## config.mk

```make
export PLATFORM = sky130hd
export DESIGN_NAME = uart_rx_oversampled
export DESIGN_NICKNAME = d
export VERILOG_FILES = /design/src/rtl/uart_rx_oversampled.sv
export SDC_FILE = /design/constraint.sdc
export NUM_CORES = 1
export LEC_CHECK = 0
export CELL_PAD_IN_SITES_DETAIL_PLACEMENT = 1
export CELL_PAD_IN_SITES_GLOBAL_PLACEMENT = 1
export CORE_MARGIN = 3
export CORE_UTILIZATION = 53
export CTS_BUF_LIST = sky130_fd_sc_hd__clkbuf_4
export CTS_CLUSTER_DIAMETER = 50
export DETAILED_ROUTE_END_ITERATION = 12
export DONT_BUFFER_PORTS = 1
export GPL_ROUTABILITY_DRIVEN = 0
export PLACE_DENSITY = 0.82
export SETUP_SLACK_MARGIN = 0.2
export SLEW_MARGIN = 20
export SYNTH_ARGS = -nofsm -noshare
export SYNTH_HDL_FRONTEND = slang
export SYNTH_SLANG_ARGS = --single-unit
export TNS_END_PERCENT = 50
```

## constraint.sdc

```tcl
create_clock -name i_clock -period 2.4 [get_ports i_clock]
set_clock_uncertainty 0.05 [all_clocks]
set_input_delay 0.24 -clock i_clock [delete_from_list [all_inputs] [get_ports i_clock]]
set_output_delay 0.24 -clock i_clock [all_outputs]
set_load 0.03 [all_outputs]
```

## src/rtl/uart_rx_oversampled.sv

```systemverilog
// 16x-oversampling 8N1 UART receiver with an integrated baud-tick generator.
// Bytes are delivered with a one-cycle done strobe; bad stop bits raise a
// one-cycle frame-error strobe instead, and start-bit glitches are ignored.
module uart_rx_oversampled #(
    parameter int DBIT     = 8,   // data bits per frame, LSB first
    parameter int SB_TICK  = 16,  // oversample ticks spent in the stop bit
    parameter int BAUD_DIV = 163  // clock cycles per oversample tick (>= 2)
) (
    input  logic            i_clock,
    input  logic            i_reset,
    input  logic            i_rx,
    output logic [DBIT-1:0] o_rx_data,
    output logic            o_rx_done_tick,
    output logic            o_frame_error,
    output logic            o_busy
);

    localparam int B_W  = $clog2(BAUD_DIV);
    localparam int S_W  = ($clog2(SB_TICK) > 4) ? $clog2(SB_TICK) : 4;
    localparam int N_W  = (DBIT > 1) ? $clog2(DBIT) : 1;

    typedef enum logic [1:0] {
        S_IDLE  = 2'd0,
        S_START = 2'd1,
        S_DATA  = 2'd2,
        S_STOP  = 2'd3
    } state_t;

    // ------------------------------------------------------------------
    // Input synchroniser
    // ------------------------------------------------------------------
    logic rx_meta_q;
    logic rx_s_q;

    // Two-flop synchroniser; both stages reset to the idle (high) level so
    // reset release never looks like a start bit.
    always_ff @(posedge i_clock or posedge i_reset) begin
        if (i_reset) begin
            rx_meta_q <= 1'b1;
            rx_s_q    <= 1'b1;
        end else begin
            // NOTE: non-blocking assignments make both stages sample the
            // pre-edge values, giving a real two-stage pipeline.
            rx_meta_q <= i_rx;
            rx_s_q    <= rx_meta_q;
        end
    end

    // ------------------------------------------------------------------
    // Baud-tick generator: free-running, never resynchronised to the line
    // ------------------------------------------------------------------
    logic [B_W-1:0] baud_cnt_q;
    logic [B_W-1:0] baud_cnt_d;
    logic           tick;

    assign tick = (baud_cnt_q == B_W'(BAUD_DIV - 1));

    // Next count: wrap to zero on the tick cycle.
    always_comb begin
        baud_cnt_d = baud_cnt_q + B_W'(1);
        if (tick) begin
            baud_cnt_d = '0;
        end
    end

    // Tick counter register.
    always_ff @(posedge i_clock or posedge i_reset) begin
        if (i_reset) begin
            baud_cnt_q <= '0;
        end else begin
            baud_cnt_q <= baud_cnt_d;
        end
    end

    // ------------------------------------------------------------------
    // Receive FSM with registered outputs
    // ------------------------------------------------------------------
    state_t          state_q;
    logic [S_W-1:0]  s_cnt_q;
    logic [N_W-1:0]  n_cnt_q;
    logic [DBIT-1:0] shift_q;
    logic [DBIT-1:0] rx_data_q;
    logic            done_q;
    logic            err_q;
    logic            busy_q;

    // Frame sequencing, sampling and output strobes in one registered block.
    always_ff @(posedge i_clock or posedge i_reset) begin
        if (i_reset) begin
            state_q   <= S_IDLE;
            s_cnt_q   <= '0;
            n_cnt_q   <= '0;
            shift_q   <= '0;
            rx_data_q <= '0;
            done_q    <= 1'b0;
            err_q     <= 1'b0;
            busy_q    <= 1'b0;
        end else begin
            // Strobes are one cycle wide unless re-asserted below.
            done_q <= 1'b0;
            err_q  <= 1'b0;

            unique case (state_q)
                S_IDLE: begin
                    // Falling edge detection runs every cycle, not only on ticks.
                    if (!rx_s_q) begin
                        state_q <= S_START;
                        s_cnt_q <= '0;
                        busy_q  <= 1'b1;
                    end
                end

                S_START: begin
                    if (tick) begin
                        if (s_cnt_q == S_W'(7)) begin
                            if (rx_s_q) begin
                                // Line went back high mid start bit: glitch.
                                state_q <= S_IDLE;
                                busy_q  <= 1'b0;
                            end else begin
                                state_q <= S_DATA;
                                s_cnt_q <= '0;
                                n_cnt_q <= '0;
                            end
                        end else begin
                            s_cnt_q <= s_cnt_q + S_W'(1);
                        end
                    end
                end

                S_DATA: begin
                    if (tick) begin
                        if (s_cnt_q == S_W'(15)) begin
                            shift_q <= {rx_s_q, shift_q[DBIT-1:1]};
                            s_cnt_q <= '0;
                            if (n_cnt_q == N_W'(DBIT - 1)) begin
                                state_q <= S_STOP;
                            end else begin
                                n_cnt_q <= n_cnt_q + N_W'(1);
                            end
                        end else begin
                            s_cnt_q <= s_cnt_q + S_W'(1);
                        end
                    end
                end

                S_STOP: begin
                    if (tick) begin
                        if (s_cnt_q == S_W'(SB_TICK - 1)) begin
                            state_q <= S_IDLE;
                            busy_q  <= 1'b0;
                            if (rx_s_q) begin
                                rx_data_q <= shift_q;
                                done_q    <= 1'b1;
                            end else begin
                                // Bad stop bit: keep the last good byte.
                                err_q <= 1'b1;
                            end
                        end else begin
                            s_cnt_q <= s_cnt_q + S_W'(1);
                        end
                    end
                end

                default: begin
                    state_q <= S_IDLE;
                    busy_q  <= 1'b0;
                end
            endcase
        end
    end

    assign o_rx_data      = rx_data_q;
    assign o_rx_done_tick = done_q;
    assign o_frame_error  = err_q;
    assign o_busy         = busy_q;

endmodule

```

Yosys cells after proc, flatten, opt, wreduce, memory -nomap -nowiden --
Cells that the tools add are included.
Cells by class: add/sub/neg operators 3, equal/unequal tests 19, reductions and logical operators 9, muxes and demuxes 41
Operators by type and width (count):
- 4-bit 2-to-1 mux | 7
- 2-bit inequality test (second input constant) | 12
- 2-bit 2-to-1 mux | 9
- 3-bit 2-to-1 mux | 6
- 4-bit one-hot mux with 4 select lines | 1
- 1-bit 2-to-1 mux | 14
- 7-bit AND reduction | 2
- 8-bit by 1-bit adder with 8-bit output (second input constant) | 1
- 8-bit == test (second input constant) | 1
- 8-bit 2-to-1 mux | 1
- 2-bit one-hot mux with 4 select lines | 1
- 4-bit AND reduction | 2
- 8-bit AND reduction | 1
- 3-bit one-hot mux with 2 select lines | 1
- 4-bit by 1-bit adder with 4-bit output (second input constant) | 1
- 2-bit == test (second input constant) | 2
- 4-bit by 3-bit == test with 1-bit output (second input constant) | 1
- 4-bit == test (second input constant) | 1
- 3-bit by 1-bit adder with 3-bit output (second input constant) | 1
- 3-bit == test (second input constant) | 1
- 1-bit one-hot mux with 3 select lines | 1
- 3-bit AND reduction | 1
- 3-bit nonzero test | 1
- 2-bit by 1-bit == test with 1-bit output (second input constant) | 1
- other kinds (2) | 2
Storage, ports and cells: word-level logic and storage cells 83, input bits 3, output and inout bits 11, bits in registers 38

Logic depth before layout (Yosys ltp) --
Gate-level depths: netlist (run 1).
depth in word-level cells 5, depth in mapped cells 7, mapped depth without buffers 6

Worst setup path before layout (run 1) --
Ideal clock, no wire load.
path type flip-flop to flip-flop, start point register n_cnt_q[0], end point register n_cnt_q[0], setup time 126 ps, cell stages (with the launch flop) 7, period minus slack after synthesis 2029 ps, slack 371 ps, arrival time 1852 ps, data required time 2224 ps, cells stage by stage dfrtp_1 -> ha_1 -> ha_1 -> or4bb_1 -> a21oi_4 -> o21ai_2 -> a221o_1
Between the ends: longest elaborated chain between the ends 5, elaborated cells between the ends (all ways) 8, those cells by class add/sub: 1; eq/ne: 2; mux: 4; reduce/logical: 1
RTL lines:
- from (decl) | line 80 | logic [N_W-1:0] n_cnt_q;
- from (signal assigned) | line 139 | n_cnt_q <= n_cnt_q + N_W'(1);
- 3-bit by 1-bit adder with 3-bit output | line 139
- 3-bit 2-to-1 mux | line 136 | if (n_cnt_q == N_W'(DBIT - 1)) begin
- 3-bit 2-to-1 mux | line 133 | if (s_cnt_q == S_W'(15)) begin
- 3-bit 2-to-1 mux | line 132 | if (tick) begin
- 3-bit one-hot mux with 2 select lines | line 103 | unique case (state_q)
Several ways; a longest one is shown, not always the timed one. The select of a mux whose other input is x is not followed. A chain may end at the register's enable or synchronous reset.

Final worst setup path (run 1) --
Ends and elaborated chain as after synthesis.

==> summary.md, run 1 <==
| Metric | Value |
|---|---|
| Most common cell after layout, fill and taps aside | dfrtp_1 |
| Maxcap violations | 0 |
| Die area | 4163 µm² |
| Area of the multi-input gates | 798.3 µm² |
| Clk network pwr share | 32.9% |
| Post-Syn Area | 1815 µm² |
| RSZ-0062 raised after global routing | true |
| Hold WC Path Type | flop to flop |
| Antenna-violating nets left | 0 |
| Via density | 6.061 |
| DRC | 0 |
| Hold slack | 0.3182 ns |
| Net Switching | 223.0 µW |
| Max IR drop VDD | 0.2860 mV |
| Chip height | 64.53 µm |
| Tot GR Track Use | 21.41% |
| Htree depth | 2 |
| Status | completed |
| Core Rows | 20 |
| Most frequent cells in the layout | 36 x dfrtp_1, 17 x mux2_2, 7 x nand3_1, 7 x nor2_1 |
| Fill cells | 333 |
| Register area | 953.4 µm² |
| NumNets Final | 160 |
| Unique masters post-synth | 45 |
| Starting density of the core | 57.58% |
| Final setup violating endpoints | 0 |
| Dominant synthesized flop cell | dfrtp_1 |
| Slew Limit Fails | 0 |
| Combinational Power Share | 2.0% |
| Hpwl dp | 2693 µm |
| Gate Count Post-Synth | 149 |
| RR Startpoint | n_cnt_q[0] |
| Warnings, synthesis | 0 |
| Worst-Skew Late Latency | 0.35 ns |
| Post-synthesis average cell area | 12.18 µm² |
| Vias | 1194 |
| Final Hold Violating Endpoints | 0 |
| Total negative slack | 0 ns |
| Crit path max fanout | 4 |
| Post-Place Cells | 187 |
| Seq cells post-synth | 38 |
| Area growth syn-to-layout | 5.238% |
| Drt total wl | 3849 µm |
| Worst setup SP type | flop |
| # diodes | 0 |
| Sw frac | 22.46% |
| Power Density | 519.7 nW/µm² |
| Hold_sp | rx_meta_q |
| Sink Count | 38 |
| Vias in the first global route | 1360 |
| Gr ovfl total | 0 |
| Io pins | 14 |
| Max-Slew Margin vs Limit | 68.15% |
| Fin util | 60.60% |
| Tot Pwr | 993.0 µW |
| Clock Root Buffer | clkbuf_4 |
| Largest net degree at the start of global routing | 39 |
| Synth Net Count | 157 |
| Cell taking the most area after synthesis | dfrtp_1 |
| Worst EP required | 2.59 ns |
| Fin crit share | 90.56% |
| Die width | 64.53 µm |
| Initial antenna violation count | 0 |
| Initial DRC Count | 65 |
| Worst-margin pin slew | 0.4777 ns |
| Wirelength per Cell | 19.54 µm |
| CTS tree | done |
| Critical Path Start | n_cnt_q[0] |
| P_int | 770.0 µW |
| Port-buffer cells | 0 |
| Initial DRT Pass Iterations | 4 |
| Crit path time final | 2.173 ns |
| Ys async rst share | 100.0% |
| P_leak | 0.0009315 µW |
| Critical path class | flop to flop |
| Synth area leaders | dfrtp_1 50%, mux2_2 11%, ha_1 3.4% |
| EDFF count, synth | 0 |
| Peak Freq | 460.1 MHz |
| Register-to-register setup slack | 0.23 ns |
| Top cell type's share of synthesized area | 49.62% |
| Sequential share of the synthesized area | 52.52% |
| Finished Layout Cells | 197 |
| Critical Path AT | 2.36 ns |
| Flop pwr share | 65.1% |
| Max Root-Sink Buffers | 2 |
| Global-route wire length before repair | 6796 µm |
| CTS buffer count | 5 |
| CTS clk-pin slew, worst paths | 0.11 ns |
| Share of cells above drive strength 1 | 25.49% |
| Core footprint | 3153 µm² |
| Worst setup EP type | flop |
==> synth_stat cells, types with 2 or more instances <==
| library cell | n |
|---|---|
| dfrtp_1 | 36 |
| mux2_2 | 17 |
| and3_1 | 8 |
| nand3_1 | 7 |
| nor2_1 | 7 |
| ha_1 | 5 |
| nand2_1 | 5 |
| xnor2_1 | 5 |
| inv_1 | 4 |
| buf_4 | 3 |
| nand2b_1 | 3 |
| nor3_1 | 3 |
| a211o_2 | 2 |
| a21o_1 | 2 |
| a22o_1 | 2 |
| a31oi_1 | 2 |
| a41oi_1 | 2 |
| and4_2 | 2 |
| buf_2 | 2 |
| clkbuf_1 | 2 |
| dfstp_2 | 2 |
| nor2b_1 | 2 |
| nor3b_1 | 2 |
| o21ai_0 | 2 |
| xor2_1 | 2 |
==> sequential cells by signal, indices dropped and copies added, names as in the netlist, named ones only <==
name            flops
baud_cnt_q          8
n_cnt_q             3
o_busy              1
o_frame_error       1
o_rx_data           8
o_rx_done_tick      1
rx_meta_q           1
rx_s_q              1
s_cnt_q             4
shift_q             8
state_q             1
==> power groups by stage <==
stage          combinational, µW  clock (µW)  sequential, µW
6_report                    20.3         327             646
5_1_grt                     23.3         364             647
4_1_cts                     21.1         332             646
3_5_place_dp                18.2           0             658
2_1_floorplan               16.1           0             656
3_3_place_gp                17.1           0             658
==> critical path, stage by stage (launching register included) <==
cell,delay (ns)
dfrtp_1,0.42
ha_1,0.22
ha_1,0.21
or4bb_1,0.53
a21oi_4,0.19
o21ai_2,0.10
a221o_1,0.35
==> per-layer routing <==
| layer | vias to the layer above | routed length (µm) | global-route usage, % |
|---|---|---|---|
| met5 | - | 0 | 0 |
| met4 | 0 | 70 | 7.124 |
| met3 | 9 | 138 | 5.026 |
| met2 | 21 | 2098 | 38.66 |
| met1 | 612 | 1542 | 24.83 |
| li1 | 552 | - | - |
==> cells by family after synthesis <==
group | count (synthesis) | synth area share, %
fa+ha+maj | 5 | 3.446
buf+inv | 12 | 3.652
compound gates | 20 | 9.098
xor+xnor | 7 | 3.377
simple gates | 50 | 17.37
flops | 38 | 52.52
mux | 17 | 10.54
==> area by class of cell <==
| cell class | instances | area share (%) |
|---|---|---|
| Tap cell | 44 | 2.881 |
| Multi-Input combinational cell | 99 | 41.78 |
| Inverter | 4 | 0.7859 |
| Sequential cell | 38 | 49.90 |
| Clock buffer | 6 | 2.358 |
| Timing Repair Buffer | 4 | 1.834 |
| Clock inverter | 2 | 0.4584 |
==> through the flow <==
| step | cell area [µm²] | setup WS, ns |
|---|---|---|
| after CTS | 1908 | 0.2016 |
| after global placement | 1834 | 0.2781 |
| after global routing | 1911 | 0.1322 |
| after floorplan | 1815 | 0.3715 |
| after detailed placement | 1834 | 0.2221 |
| final | 1911 | 0.2266 |
==> timing repair <==
item	in CTS	in global routing
gates resized for setup	0	2
hold endpoints to repair	37	0
endpoints found under the setup margin	0	20
buffers inserted	0	0
hold buffers	2	0
==> final timing paths <==
check                               end  cells after the start
max in group asynchronous     rx_meta_q                      3
min reg2reg                      rx_s_q                      0
max reg2reg                  n_cnt_q[0]                      6
min                              rx_s_q                      0
min in group asynchronous  o_rx_data[2]                      3
max                          n_cnt_q[0]                      6
No activity file was read; power rests on OpenSTA's default activity.
==> inputs of run 2 (changes only) <==
ABC_CLOCK_PERIOD_IN_PS = 2070   (was unset)
CORE_UTILIZATION = 49   (was 53)
DONT_BUFFER_PORTS = unset   (was 1)
PLACE_DENSITY = 0.83   (was 0.82)
clock period = 2.07 ns   (was 2.4 ns; I/O delays follow)
==> summary.md, run 2 (same netlist as run 1, synthesis figures left out) <==
| Metric | Value |
|---|---|
| Status | finished with violations |
| Failing checks | setup timing |
| Clock Root Buffer | clkbuf_4 |
| WP buf/inv | 0 (unchanged) |
| Htree depth | 2 (unchanged) |
| Die area | 4472 µm² (+7.4%) |
| Gr ovfl total | 0 (unchanged) |
| Setup slack after layout | -0.03491 ns (-0.2615 ns) |
| P_int | 1131 µW (+47%) |
| Critical path class | flop to flop |
| Via density | 5.891 (-2.8%) |
| Final setup violating endpoints | 3 (+3) |
| Io pins | 14 (unchanged) |
| Max IR drop VDD | 0.4581 mV (+60%) |
| CP top delay family | compound AO/OA/AOI/OAI gates |
| Crit path max fanout | 3 (-1) |
| Critical Path AT | 2.30 ns (-0.06 ns) |
| Vias | 1296 (+8.5%) |
| P_leak | 0.001046 µW (+12%) |
| Net Switching | 289.2 µW (+30%) |
| Peak Freq | 475.1 MHz (+3.3%) |
| Core footprint | 3442 µm² (+9.2%) |
| Worst setup EP type | flop |
| Hpwl dp | 2858 µm (+6.1%) |
| Hold WC Path Type | input port to flop |
| Maxcap violations | 0 (unchanged) |
| CTS buffer count | 5 (unchanged) |
| Sink Count | 38 (unchanged) |
| Hold buffer count at CTS | 0 (-2) |
| CTS clk-pin slew, worst paths | 0.13 ns (+0.02 ns) |
| Starting density of the core | 52.74% (-4.8 points) |
| Initial antenna violation count | 0 (unchanged) |
| Worst setup SP type | flop |
| Max Root-Sink Buffers | 2 (unchanged) |
| Core Rows | 21 (+5.0%) |
| CTS tree | done |
| CP max stage delay | 0.54 ns (about the same) |
| Power Density | 627.0 nW/µm² (+21%) |
| Die width | 66.87 µm (+3.6%) |
| Wirelength per Cell | 20.69 µm (+5.9%) |
| Max-Slew Margin vs Limit | 64.13% (-4.0 points) |
| Global-route wire length before repair | 6913 µm (+1.7%) |
| Share of cells above drive strength 1 | 33.91% (+8.4 points) |
| Crit path time final | 2.105 ns (-0.06848 ns) |
| Worst EP required | 2.26 ns (-0.33 ns) |
| Tot GR Track Use | 21.30% (-0.11 points) |
| Fin crit share | 101.7% (+11 points) |
| Most frequent cells in the layout | 33 x dfrtp_1, 17 x mux2_4, 13 x clkdlybuf4s50_1 |
| Worst-margin pin slew | 0.5369 ns (+0.05917 ns) |
| Chip height | 66.87 µm (+3.6%) |
| DRC | 0 (unchanged) |
| Slowest cell on crit path | or4bb_4 |
| Port-buffer cells | 13 (+13) |
| Vias in the first global route | 1356 (-0.29%) |
| Area growth syn-to-layout | 24.74% |
| Clk network pwr share | 45.5% (+13 points) |
| Hold slack | 0.1783 ns (-0.1399 ns) |
| Most common cell after layout, fill and taps aside | dfrtp_1 |
| Total negative slack | -0.07655 ns (-0.07655 ns) |
| Fin util | 65.79% (+5.2 points) |
| Tot Pwr | 1420 µW (+43%) |
| Initial DRC Count | 73 (+12%) |
| Drt total wl | 4552 µm (+18%) |
| RSZ-0062 raised after global routing | true |
| Initial DRT Pass Iterations | 4 (unchanged) |
| Combinational Power Share | 1.7% (-0.3 points) |
| Worst slack, placed | -0.01349 ns (-0.2356 ns) |
| Critical Path, Cell by Cell | ha_2 -> ha_4 -> or4bb_4 -> a21oi_4 -> o21ai_2 -> a221o_1 |
| Sw frac | 20.37% (-2.1 points) |
| Antenna-violating nets left | 0 (unchanged) |
| Slew Limit Fails | 0 (unchanged) |
| NumNets Final | 181 (+13%) |
| # diodes | 0 (unchanged) |
| Worst-Skew Late Latency | 0.36 ns (about the same) |
| Flop pwr share | 52.8% (-12 points) |
| Final Hold Violating Endpoints | 0 (unchanged) |
| Largest net degree at the start of global routing | 39 (unchanged) |
-- run 2: cell count changes in the layout (fill, tap and decap cells not counted), moves of 2 or more --
| cell | previous run | this run |
|---|---|---|
| mux2_4 | 0 | 17 |
| dfrtp_2 | 0 | 3 |
| and3_4 | 0 | 2 |
| clkdlybuf4s50_1 | 0 | 13 |
| dlygate4sd3_1 | 2 | 0 |
| mux2_2 | 17 | 0 |
| and3_2 | 3 | 1 |
| bufinv_16 | 0 | 2 |
| buf_4 | 2 | 11 |
| dfrtp_1 | 36 | 33 |
| ha_2 | 0 | 2 |
| ha_1 | 5 | 2 |
-- run 2: through the flow --
stage	std cells	instance area [µm²]
floorplan	149	1831
global placement	207	2019
detailed placement	207	2019
CTS	216	2160
global route	220	2265
finish	220	2265
-- run 2: path summary, 6_finish.rpt --
| path | startpoint | to | slack [ns] | cells past startpoint |
|---|---|---|---|---|
| max in group asynchronous | i_reset | baud_cnt_q[0] | 1.40 | 3 |
| min | i_rx | rx_meta_q | 0.18 | 1 |
| min in group asynchronous | i_reset | shift_q[3] | 0.21 | 3 |
| max reg2reg | n_cnt_q[1] | n_cnt_q[0] | -0.03 | 6 |
| min reg2reg | rx_meta_q | rx_s_q | 0.32 | 0 |
| max | n_cnt_q[1] | n_cnt_q[0] | -0.03 | 6 |
-- run 2: metal layers --
metal	up-vias	GRT usage [%]	part of all wire (%)	routed length [µm]
met2	25	38.12	54	2476
met4	0	8.354	2.7	122
met3	13	5.565	2.8	129
li1	585	-	-	-
met1	673	23.87	40	1824
met5	-	0	0	0
-- run 2: repair_timing --
action	CTS	global route
pin swaps	5	4
resized for setup	9	21
endpoints found under the setup margin	22	22
buffers inserted	1	4
-- run 2: cell type report --
cell class | instances | area (µm²)
Inverter | 4 | 15.01
Timing Repair Buffer | 25 | 224.0
Multi-Input combinational cell | 99 | 904.6
Fill cell | 347 | 1177
Tap cell | 46 | 57.56
Clock buffer | 5 | 37.54
Sequential cell | 38 | 957.2
Clock inverter | 3 | 68.82
-- run 2: power by group through the flow --
stage          logic, µW  registers (µW)  clock network, µW
3_3_place_gp        23.8             763                  0
5_1_grt             27.1             750                687
3_5_place_dp        25.2             763                  0
4_1_cts             25.1             749                657
6_report            24.3             749                646
2_1_floorplan       18.7             760                  0
==> inputs of run 3 (changes only) <==
CORE_MARGIN = unset   (was 3)
CTS_CLUSTER_DIAMETER = unset   (was 50)
HOLD_SLACK_MARGIN = 0.1   (was unset)
==> summary.md, run 3 (same netlist as run 1, synthesis figures left out) <==
| Metric | Value |
|---|---|
| Most common cell after layout, fill and taps aside | dfrtp_1 |
| Worst-Skew Late Latency | 0.35 ns (about the same) |
| Sw frac | 19.20% (-1.2 points) |
| Largest net degree at the start of global routing | 39 (unchanged) |
| CTS tree | done |
| Maxcap violations | 0 (unchanged) |
| CP top delay family | compound AO/OA/AOI/OAI gates |
| Post-Place Cells | 207 (unchanged) |
| Worst setup EP type | flop |
| Vias | 1263 (-2.5%) |
| Io pins | 14 (unchanged) |
| Drt total wl | 3774 µm (-17%) |
| Flop pwr share | 53.8% (+1.0 points) |
| Finished Layout Cells | 221 (+0.45%) |
| Port-buffer cells | 13 (unchanged) |
| Fin util | 64.70% (-1.1 points) |
| Worst EP required | 2.25 ns (about the same) |
| Critical Path, Cell by Cell | ha_2 -> ha_4 -> or4bb_4 -> a21oi_4 -> o21ai_2 -> a221o_1 |
| Peak Freq | 486.1 MHz (+2.3%) |
| Worst-margin pin slew | 0.4723 ns (-0.06461 ns) |
| Via density | 5.715 (-3.0%) |
| Crit path max fanout | 3 (unchanged) |
| DRC | 0 (unchanged) |
| Max Root-Sink Buffers | 2 (unchanged) |
| Tot Pwr | 1392 µW (-2.0%) |
| Clk network pwr share | 44.5% (-1.0 points) |
| Tot GR Track Use | 21.27% (-0.022 points) |
| Hpwl dp | 2527 µm (-12%) |
| Critical Path AT | 2.24 ns (-0.06 ns) |
| CTS buffer count | 5 (unchanged) |
| Htree depth | 2 (unchanged) |
| Slew Limit Fails | 0 (unchanged) |
| Power Density | 625.1 nW/µm² (-0.30%) |
| Wirelength per Cell | 17.08 µm (-17%) |
| Die width | 62.87 µm (-6.0%) |
| Global-route wire length before repair | 6403 µm (-7.4%) |
| Core footprint | 3442 µm² (unchanged) |
| Initial DRC Count | 45 (-38%) |
| Status | completed |
| CP max stage delay | 0.54 ns (about the same) |
| Max-Slew Margin vs Limit | 68.45% (+4.3 points) |
| Sink Count | 38 (unchanged) |
| Starting density of the core | 52.74% (unchanged) |
| P_leak | 0.001046 µW (about the same) |
| Chip height | 62.87 µm (-6.0%) |
| Net Switching | 267.3 µW (-7.6%) |
| Final Hold Violating Endpoints | 0 (unchanged) |
| Total negative slack | 0 ns (+0.07655 ns) |
| Fin crit share | 99.38% (-2.3 points) |
| Critical path class | flop to flop |
| Final setup violating endpoints | 0 (-3) |
| Gr ovfl total | 0 (unchanged) |
| WP buf/inv | 0 (unchanged) |
| Crit path time final | 2.057 ns (-0.04781 ns) |
| Initial DRT Pass Iterations | 4 (unchanged) |
| Vias in the first global route | 1341 (-1.1%) |
| Hold slack | 0.1952 ns (+0.01688 ns) |
| Core Rows | 21 (unchanged) |
| CTS clk-pin slew, worst paths | 0.12 ns (about the same) |
| Max IR drop VDD | 0.5332 mV (+16%) |
| Share of cells above drive strength 1 | 32.57% (-1.3 points) |
| Area growth syn-to-layout | 22.67% |
| Most frequent cells in the layout | 34 x dfrtp_1, 13 x clkdlybuf4s50_1, 12 x buf_4 |
| Worst setup SP type | flop |
| Hold buffer count at CTS | 0 (unchanged) |
| Initial antenna violation count | 0 (unchanged) |
| Clock Root Buffer | clkbuf_4 |
| P_int | 1125 µW (-0.52%) |
| Combinational Power Share | 1.7% (about the same) |
| Hold WC Path Type | input port to flop |
| Slowest cell on crit path | or4bb_4 |
| # diodes | 0 (unchanged) |
| Antenna-violating nets left | 0 (unchanged) |
| NumNets Final | 182 (+0.55%) |
| RSZ-0062 raised after global routing | true |
| Die area | 3953 µm² (-12%) |
==> run 3: cell count changes in the layout (fill, tap and decap cells not counted), sizes merged <==
| cell | delta |
|---|---|
| buf | +1 |
==> run 3: final cells by class <==
| cell class | instances | area (µm²) |
|---|---|---|
| clock buffers | 5 | 37.54 |
| clock inverters | 3 | 63.81 |
| fillers | 358 | 1215 |
| inverters | 4 | 15.01 |
| multi-input cells | 99 | 865.8 |
| flip-flops and latches | 38 | 955.9 |
| well taps | 46 | 57.56 |
| repair buffers | 26 | 231.5 |
==> run 3: power groups by stage <==
stage | registers (µW) | logic [µW] | clock network [µW]
detailed placement | 763 | 24.8 | 0
CTS | 749 | 24.6 | 634
global route | 750 | 27.5 | 657
finish | 749 | 23.8 | 619
floorplan | 760 | 18.7 | 0
global placement | 763 | 23.6 | 0
==> run 3: stage by stage <==
step | cell area (µm²) | setup WS, ns
global placement | 2019 | 0.05582
finish | 2227 | 0.01290
CTS | 2157 | 0.01776
global route | 2227 | -0.03253
floorplan | 1831 | 0.06700
detailed placement | 2019 | -0.03944
==> run 3: path summary, 6_finish.rpt <==
| check | slack, ns | cells after the start | startpoint | endpoint |
|---|---|---|---|---|
| max in group asynchronous | 1.41 | 3 | i_reset | baud_cnt_q[3] |
| max | 0.01 | 6 | n_cnt_q[1] | n_cnt_q[0] |
| max reg2reg | 0.01 | 6 | n_cnt_q[1] | n_cnt_q[0] |
| min reg2reg | 0.31 | 0 | rx_meta_q | rx_s_q |
| min | 0.20 | 1 | i_rx | rx_meta_q |
| min in group asynchronous | 0.21 | 3 | i_reset | o_rx_data[4] |
==> run 3: repair_timing <==
item                                   CTS  global route
pin swaps                                2             3
endpoints found under the hold margin    0             0
setup buffers                            2             4
setup endpoints to repair               22            23
resized for setup                        7            12
==> run 3: routing by layer <==
| metal | vias up | global-route usage [%] | part of all wire [%] |
|---|---|---|---|
| met5 | - | 0 | 0 |
| li1 | 591 | - | - |
| met4 | 0 | 9.593 | 1.9 |
| met3 | 7 | 3.832 | 1.9 |
| met1 | 650 | 25.99 | 45 |
| met2 | 15 | 36.29 | 51 |
